===== src/rtl/hv_rac_scan_rsp_pkg.sv =====
// Shared HV register-access types and constants for the scan responder.
// The CRC step function is the single definition of the scan CRC polynomial.
package hv_rac_scan_rsp_pkg;

  localparam int REG_AW    = 7;
  localparam int REG_DW    = 8;
  localparam int REG_CRC_W = 8;
  localparam int CRC_IN_W  = 1 + REG_AW + REG_DW;

  localparam logic [REG_CRC_W-1:0] CRC_POLY = 8'h07;

  typedef enum logic {
    SRC_OWT  = 1'b0,
    SRC_SCAN = 1'b1
  } rac_src_e;

  typedef enum logic [1:0] {
    IDLE,
    ISSUE,
    WAIT,
    RSP
  } rac_state_e;

  // One MSB-first shift of the CRC register, zero initial value.
  function automatic logic [REG_CRC_W-1:0] crc_step(input logic [REG_CRC_W-1:0] crc,
                                                    input logic bit_in);
    logic fb;
    fb = crc[REG_CRC_W-1] ^ bit_in;
    crc_step = {crc[REG_CRC_W-2:0], 1'b0} ^ (fb ? CRC_POLY : '0);
  endfunction

endpackage


===== src/rtl/crc16to8_parallel.sv =====
// Parallel CRC-8 (poly 0x07, init 0) over a 16-bit word, MSB first.
// Purely combinational; callers register the result.
module crc16to8_parallel
  import hv_rac_scan_rsp_pkg::*;
(
  input  logic [CRC_IN_W-1:0]  data,
  output logic [REG_CRC_W-1:0] crc
);

  always_comb begin
    crc = '0;
    for (int i = CRC_IN_W - 1; i >= 0; i--) begin
      crc = crc_step(crc, data[i]);
    end
  end

endmodule


===== src/rtl/hv_rac_scan_rsp.sv =====
// Register-access responder: arbitrates watchdog scan reads and OWT accesses
// onto one register-file port and returns CRC-protected scan read data.
module hv_rac_scan_rsp
  import hv_rac_scan_rsp_pkg::*;
#(
  parameter int RF_RD_LAT       = 1,
  parameter int SCAN_STARVE_MAX = 4
) (
  input  logic                 i_clk,
  input  logic                 i_rst,
  input  logic                 i_wdg_scan_rac_rd_req,
  input  logic [REG_AW-1:0]    i_wdg_scan_rac_addr,
  output logic                 o_rac_wdg_scan_ack,
  output logic [REG_DW-1:0]    o_rac_wdg_scan_data,
  output logic [REG_CRC_W-1:0] o_rac_wdg_scan_crc,
  input  logic                 i_scan_crc_inj,
  input  logic                 i_owt_rac_req,
  input  logic                 i_owt_rac_wr,
  input  logic [REG_AW-1:0]    i_owt_rac_addr,
  input  logic [REG_DW-1:0]    i_owt_rac_wdata,
  output logic                 o_rac_owt_ack,
  output logic [REG_DW-1:0]    o_rac_owt_rdata,
  output logic                 o_rf_rd_en,
  output logic                 o_rf_wr_en,
  output logic [REG_AW-1:0]    o_rf_addr,
  output logic [REG_DW-1:0]    o_rf_wdata,
  input  logic [REG_DW-1:0]    i_rf_rdata
);

  localparam int STW = $clog2(SCAN_STARVE_MAX + 1);
  localparam logic [STW-1:0] STARVE_MAX = STW'(SCAN_STARVE_MAX);
  localparam logic [1:0]     WAIT_INIT  = 2'(RF_RD_LAT - 1);

  rac_state_e          state;
  rac_src_e            src_q;
  logic                wr_q;
  logic [REG_AW-1:0]   addr_q;
  logic [1:0]          wait_cnt;
  logic [STW-1:0]      starve_cnt;
  logic                grant_scan;
  logic                grant_owt;
  logic [REG_CRC_W-1:0] crc_raw;
  logic [REG_CRC_W-1:0] crc_inj_mask;

  always_comb begin
    grant_scan = i_wdg_scan_rac_rd_req && (!i_owt_rac_req || starve_cnt == STARVE_MAX);
    grant_owt  = i_owt_rac_req && !grant_scan;
  end

  assign crc_inj_mask = {{(REG_CRC_W-1){1'b0}}, i_scan_crc_inj};

  // The read data is captured into the output register on the same edge the CRC
  // is registered, so the CRC sees the captured value straight from the RF bus.
  crc16to8_parallel u_crc (
    .data ({1'b1, addr_q, i_rf_rdata}),
    .crc  (crc_raw)
  );

  always_ff @(posedge i_clk) begin
    if (i_rst) begin
      state               <= IDLE;
      src_q               <= SRC_OWT;
      wr_q                <= 1'b0;
      addr_q              <= '0;
      wait_cnt            <= '0;
      starve_cnt          <= '0;
      o_rac_wdg_scan_ack  <= 1'b0;
      o_rac_wdg_scan_data <= '0;
      o_rac_wdg_scan_crc  <= '0;
      o_rac_owt_ack       <= 1'b0;
      o_rac_owt_rdata     <= '0;
      o_rf_rd_en          <= 1'b0;
      o_rf_wr_en          <= 1'b0;
      o_rf_addr           <= '0;
      o_rf_wdata          <= '0;
    end else begin
      o_rac_wdg_scan_ack <= 1'b0;
      o_rac_owt_ack      <= 1'b0;
      o_rf_rd_en         <= 1'b0;
      o_rf_wr_en         <= 1'b0;
      case (state)
        IDLE: begin
          if (!i_wdg_scan_rac_rd_req) begin
            starve_cnt <= '0;
          end
          if (grant_scan) begin
            src_q      <= SRC_SCAN;
            wr_q       <= 1'b0;
            addr_q     <= i_wdg_scan_rac_addr;
            o_rf_addr  <= i_wdg_scan_rac_addr;
            o_rf_wdata <= '0;
            o_rf_rd_en <= 1'b1;
            starve_cnt <= '0;
            state      <= ISSUE;
          end else if (grant_owt) begin
            src_q      <= SRC_OWT;
            wr_q       <= i_owt_rac_wr;
            addr_q     <= i_owt_rac_addr;
            o_rf_addr  <= i_owt_rac_addr;
            o_rf_wdata <= i_owt_rac_wdata;
            o_rf_rd_en <= !i_owt_rac_wr;
            o_rf_wr_en <= i_owt_rac_wr;
            if (i_wdg_scan_rac_rd_req && starve_cnt != STARVE_MAX) begin
              starve_cnt <= starve_cnt + 1'b1;
            end
            state      <= ISSUE;
          end
        end
        ISSUE: begin
          wait_cnt <= WAIT_INIT;
          if (wr_q) begin
            o_rac_owt_ack   <= 1'b1;
            o_rac_owt_rdata <= '0;
            state           <= RSP;
          end else begin
            state <= WAIT;
          end
        end
        WAIT: begin
          if (wait_cnt == 2'd0) begin
            if (src_q == SRC_SCAN) begin
              o_rac_wdg_scan_ack  <= 1'b1;
              o_rac_wdg_scan_data <= i_rf_rdata;
              o_rac_wdg_scan_crc  <= crc_raw ^ crc_inj_mask;
            end else begin
              o_rac_owt_ack   <= 1'b1;
              o_rac_owt_rdata <= i_rf_rdata;
            end
            state <= RSP;
          end else begin
            wait_cnt <= wait_cnt - 2'd1;
          end
        end
        RSP: begin
          state <= IDLE;
        end
        default: begin
          state <= IDLE;
        end
      endcase
    end
  end

endmodule


===== config.mk =====
export PLATFORM = sky130hd
export DESIGN_NAME = hv_rac_scan_rsp
export DESIGN_NICKNAME = d
export VERILOG_FILES = /design/src/rtl/hv_rac_scan_rsp_pkg.sv /design/src/rtl/crc16to8_parallel.sv /design/src/rtl/hv_rac_scan_rsp.sv
export SDC_FILE = /design/constraint.sdc
export NUM_CORES = 1
export LEC_CHECK = 0
export CAP_MARGIN = 20
export CORE_MARGIN = 3
export CORE_UTILIZATION = 41
export CTS_CLUSTER_DIAMETER = 80
export DETAILED_ROUTE_END_ITERATION = 8
export PLACE_DENSITY = 0.76
export SLEW_MARGIN = 20
export SYNTH_ARGS = -nofsm -noshare
export SYNTH_HDL_FRONTEND = slang
export SYNTH_SLANG_ARGS = --single-unit

===== constraint.sdc =====
create_clock -name i_clk -period 1.9 [get_ports i_clk]
set_input_delay 0.57 -clock i_clk [delete_from_list [all_inputs] [get_ports i_clk]]
set_output_delay 0.57 -clock i_clk [all_outputs]
set_load 0.05 [all_outputs]

---- Word-level counts from Yosys, hierarchy flattened ----
Index checks and enable logic that the tools add are counted.
operators by class
  shift operators ......................... 0
  muxes and demuxes ....................... 45
  $add $sub $neg .......................... 2
  $mul .................................... 0
  equal/unequal tests ..................... 10
  reduce and logical (&&, ||, !) cells .... 19
  order comparisons ....................... 0
  divide/modulo/power cells ............... 0
  bitwise logic cells ..................... 34
operators with widths
  cell                                          number
  bitwise XOR 8 bit                             13
  2-to-1 mux 3 bit                              19
  2-to-1 mux 8 bit                              5
  one-hot mux 8 bit (2 select lines)            1
  2-to-1 mux 7 bit                              2
  bitwise XOR 1 bit                             13
  2-to-1 mux 1 bit                              11
  2-to-1 mux 2 bit                              4
  != test 2 bit (second input constant)         4
  one-hot mux 2 bit (4 select lines)            1
  bitwise XOR 8 x 1 -> 8 bit                    1
  bitwise XOR 8 x 3 -> 8 bit                    1
  != test 3 bit (second input constant)         2
  AND reduction 2 bit                           3
  == test 2 bit (second input constant)         2
  zero test 2 bit                               2
  NOT 1 bit                                     4
  one-hot mux 2 bit (2 select lines)            1
  AND reduction 4 bit                           1
  nonzero test 2 bit                            2
  OR reduction 4 bit                            1
  adder 3 x 1 -> 3 bit (second input constant)  1
  == test 3 bit (second input constant)         1
  logical AND 1 bit                             3
  10 further kinds                              12
storage, ports and cells
  latch bits .............................. 0
  output and inout bits ................... 43
  ROM bits ................................ 0
  memories kept ........................... 0
  bits in registers ....................... 52
  input port bits ......................... 36
  memory bits (writable) .................. 0

---- Logic depth before layout (Yosys ltp) ----
  word-level depth ........................ 43
  depth in mapped cells ................... 8

---- Cells and area by module ----
Synthesis repeated with hierarchy kept, for this count alone.
unflattened totals
  cells, all modules ...................... 288
  area, all modules ....................... 2533.7 µm²
modules (own cells, without submodules)
  module             cells each  times used  sequential area each (µm²)  area an instance (µm²)
  hv_rac_scan_rsp    260         1           1041.0                      2192.1
  crc16to8_parallel  28          1           0.0                         341.6

---- Least setup slack after synthesis ----
Ideal clock, no wire load.
  path type ............................... register to register
  from .................................... register addr_q[0]
  to ...................................... register o_rac_wdg_scan_crc[2]
  required time ........................... 1769 ps
  stages on the path, launching flop included .. 6
  data arrival time ....................... 1868 ps
  library setup time ...................... 131 ps
  buffers on the path ..................... 0
  path slack .............................. -99 ps
  path through ............................ dfxtp_1 xnor3_1 xor2_2 xnor3_1 nand2_1 a21oi_2
on the way
  longest elaborated chain between the ends .. 14
  elaborated cells on any way between the ends .. 18
  classes of those cells .................. 4 x mux; 14 x bitwise
RTL lines
  what                                                           line                                                  RTL
  start: declaration                                             hv_rac_scan_rsp.sv:37                                 logic [REG_AW-1:0] addr_q;
  start signal: assignment                                       hv_rac_scan_rsp.sv:89                                 addr_q <= i_wdg_scan_rac_addr;
  start signal: assignment                                       hv_rac_scan_rsp.sv:98                                 addr_q <= i_owt_rac_addr;
  bitwise XOR 1 bit *                                            hv_rac_scan_rsp_pkg.sv:28                             fb = crc[REG_CRC_W-1] ^ bit_in;
  2-to-1 mux 3 bit *                                             hv_rac_scan_rsp_pkg.sv:29                             crc_step = {crc[REG_CRC_W-2:0], 1'b0} ^ (fb ? CRC_POLY : '0);
  bitwise XOR 8 bit * (6 in series)                              hv_rac_scan_rsp_pkg.sv:29
  bitwise XOR 1 bit / bitwise XOR 8 bit (equally long branches)  hv_rac_scan_rsp_pkg.sv:28, hv_rac_scan_rsp_pkg.sv:29
  2-to-1 mux 3 bit (tied with other cells)                       hv_rac_scan_rsp_pkg.sv:29
  bitwise XOR 8 bit * (2 in series)                              hv_rac_scan_rsp_pkg.sv:29
  bitwise XOR 8 x 3 -> 8 bit *                                   hv_rac_scan_rsp_pkg.sv:29
  bitwise XOR 8 x 1 -> 8 bit *                                   hv_rac_scan_rsp.sv:124                                o_rac_wdg_scan_crc <= crc_raw ^ crc_inj_mask;
  end signal: assignment                                         hv_rac_scan_rsp.sv:124
  end: declaration                                               hv_rac_scan_rsp.sv:15                                 output logic [REG_CRC_W-1:0] o_rac_wdg_scan_crc,
Every way passes the cells marked *; elsewhere a longest branch is shown, timed or not.
A chain may end at the register's enable or synchronous reset.

---- Worst setup path after layout ----
  from .................................... input i_rf_rdata[2]
  to ...................................... register o_rac_wdg_scan_crc[4]
on the way
  longest elaborated chain between the ends .. 6
RTL lines
  what                             line                       RTL
  start: declaration               hv_rac_scan_rsp.sv:27      input logic [REG_DW-1:0] i_rf_rdata
  bitwise XOR 1 bit                hv_rac_scan_rsp_pkg.sv:28
  2-to-1 mux 3 bit                 hv_rac_scan_rsp_pkg.sv:29
  bitwise XOR 8 bit (2 in series)  hv_rac_scan_rsp_pkg.sv:29
  bitwise XOR 8 x 3 -> 8 bit       hv_rac_scan_rsp_pkg.sv:29
  bitwise XOR 8 x 1 -> 8 bit       hv_rac_scan_rsp.sv:124
Every way passes these cells.

==> run metrics <==
Seq/Total Area, Yosys=0.433; Tot GR Track Use=0.193; CTS tree=built; antenna violations before repair=0; syn nets=333; # DRC=0; Die Span Y=82.5 microns; Tightest Hold Check Type=register to register; I/O pin total=79; Unique masters post-synth=36; Post-CTS Setup Bufs=0; Min Clock Period, post-route=1.81 ns; max cap viols=0; hold-fix buffer count after cts=0; crit share post-route=0.953; core area=5570 sq um; clk root buf=clkbuf_8; Yosys top cell by area=dfxtp_1; worst-skew pair later-pin latency=0.30 ns; CP Data Required Time=2.12 ns; share of post-route cells with drive strength above 1=0.219; fillers=499; CTS Buffer Depth=2; critical path capture point type=register; leading post-synthesis cells by cell area=dfxtp_1 (43%), nand2_1 (9.7%), a21oi_1 (7.1%); commonest cells after routing, fill and taps aside=buf_4 (64), nand2_1 (62), dfxtp_1 (51), a21oi_1 (34), clkdlybuf4s50_1 (34); GR Overflow Total=0; CTS buffer count=5; worst vdd ir=774 uV; Via Count=2291; Post-Syn Instances=290; Buffers on Ports=78; cts repair resizes=0; Max Clock Skew=0.00440 ns; drt first-iter violations=95; r2r worst-path depth=5; Starting Density=0.431; FP Rows=27; status=finished, final reports clean; Worst-path clk slew=0.09 ns; DIE WIDTH=82.5 microns; Initial DRT Pass Iterations=5; Post-Syn Area=2400 sq um; Final Net Count=430; final setup violation count=0; Power Density=1390 nW/um^2; gpl congestion=0.875; most common cell after layout, fill and taps aside=buf_4; number of clock sinks=52; H-tree level count=2; first-pass GRT wire length=10100 microns; setup TNS=0 ns; routed len/inst=13.8 microns; antenna cell count=0; Yosys Warn Count=0; Final Util=0.631; Final HPWL DP=4890 microns; largest net degree at the start of global routing=26; drt total wl=6350 microns; CP startpoint kind=input port; R2R setup slack=0.21 ns; synthesis-to-finish area growth=46.4%; CP Class=input port to register; Worst slew margin=0.577; Hold Path Origin=o_rf_wdata[6]; Leak=1.47 nW; RSZ-0062 raised after global routing=no; Reg-to-Reg Start=state[0]; #FFs+latches synth=52; Via density=4.98; Worst Tran Pin Value=0.632 ns; final hold vios=0; Detail Route Antenna Nets=0; Max Fanout on Critical Path=2; top-area cell type share of the netlist area=0.433; Worst Path Arrival=2.03 ns; r2r endpoint=o_rac_owt_rdata[4]; Max Freq=552 MHz; Slew Viols, Final=0; Hold Path Depth=2; synthesized area per cell=8.28 sq um; Die ar.=6810 sq um; vias in the first global route=2153; worst hold endpoint=o_rf_wdata[6]
registers in the layout, indices dropped and copies added (netlist names), 2 cells and up:
signal,count
addr_q,7
o_rac_owt_rdata,8
o_rac_wdg_scan_crc,8
o_rac_wdg_scan_data,8
o_rf_wdata,8
starve_cnt,3
state,2
wait_cnt,2
worst max-delay path by stage:
stage | slack, ns | to | startpoint
2_1_floorplan | 0.003 | o_rac_wdg_scan_crc[2] | addr_q[1]
3_3_place_gp | -0.38 | o_rac_wdg_scan_crc[2] | i_rf_rdata[2]
5_1_grt | 0.03 | o_rac_wdg_scan_crc[7] | i_rf_rdata[6]
3_5_place_dp | -0.42 | o_rac_wdg_scan_crc[2] | i_rf_rdata[2]
6_report | 0.09 | o_rac_wdg_scan_crc[4] | i_rf_rdata[2]
4_1_cts | 0.06 | o_rac_wdg_scan_crc[2] | i_rf_rdata[2]
layer usage:
| metal | part of all wire | GRT usage | routed length (microns) | vias up |
|---|---|---|---|---|
| met3 | 0.067 | 0.0434 | 423 | 5 |
| met2 | 0.48 | 0.325 | 3030 | 65 |
| met5 | 0 | 0 | 0 | - |
| met4 | 0.011 | 0.0556 | 70 | 0 |
| li1 | - | - | - | 1160 |
| met1 | 0.45 | 0.249 | 2830 | 1061 |
metrics by stage:
stage                     hold slack [ns]  instance area [sq um]  setup WS (ns)  power (mW)  cells
final                               0.457                   3520         0.0899        4.90    460
after global routing                0.470                   3520         0.0264        5.19    460
after floorplan                     0.444                   2400        0.00297        3.19    290
after CTS                           0.457                   3520         0.0619        4.94    460
after global placement              0.441                   3390         -0.377        4.04    452
after detailed placement            0.444                   3390         -0.422        4.11    452
critical path, cell delays in order:
cell             delay [ns]
clkdlybuf4s50_1        0.50
xnor3_1                0.26
xor2_2                 0.17
buf_4                  0.15
xor2_1                 0.15
a211oi_1               0.22
synth_stat cells, drive strengths merged:
cell type	instances
nor3	2
nand2b	1
a311oi	7
o211ai	1
and3b	1
nand3	19
xnor3	2
o31ai	1
o21ai	4
xnor2	21
dfxtp	52
and3	1
o21a	1
nand2	62
nor3b	2
a2bb2oi	1
nor2	27
inv	8
a211oi	3
and2	1
buf	3
nor4	1
o211a	1
and4b	1
ha	7
nor2b	2
a22oi	1
a21oi	35
xor2	8
mux2i	1
clkbuf	13
cell type report:
class	count	area, sq um	area share
Sequential cell	52	1040	0.296
Clock inverter	1	30.0	0.00854
Clock buffer	7	96.3	0.0274
Timing Repair Buffer	106	966	0.275
Multi-Input combinational cell	214	1260	0.359
Inverter	8	30.0	0.00854
Tap cell	72	90.1	0.0256
logic make-up after synthesis:
kind of cell,synth area share
and+or+nand+nor,0.213
buffers and inverters,0.0417
AOI/OAI and AO/OA,0.138
xor gates and xnor gates,0.134
DFF,0.433
adders and majority gates,0.0365
muxes,0.00417
report_power, final:
part,switching [mW],total [mW],internal [mW]
clock network,0.353,0.818,0.465
registers,0.135,1.39,1.25
logic,1.48,2.70,1.21
total,1.97,4.90,2.93
repair_timing:
action,in CTS,in global routing
pin swaps,1,1
hold endpoints to repair,0,0
endpoints found under the setup margin,3,1
Power figures use the tool's default switching activity.
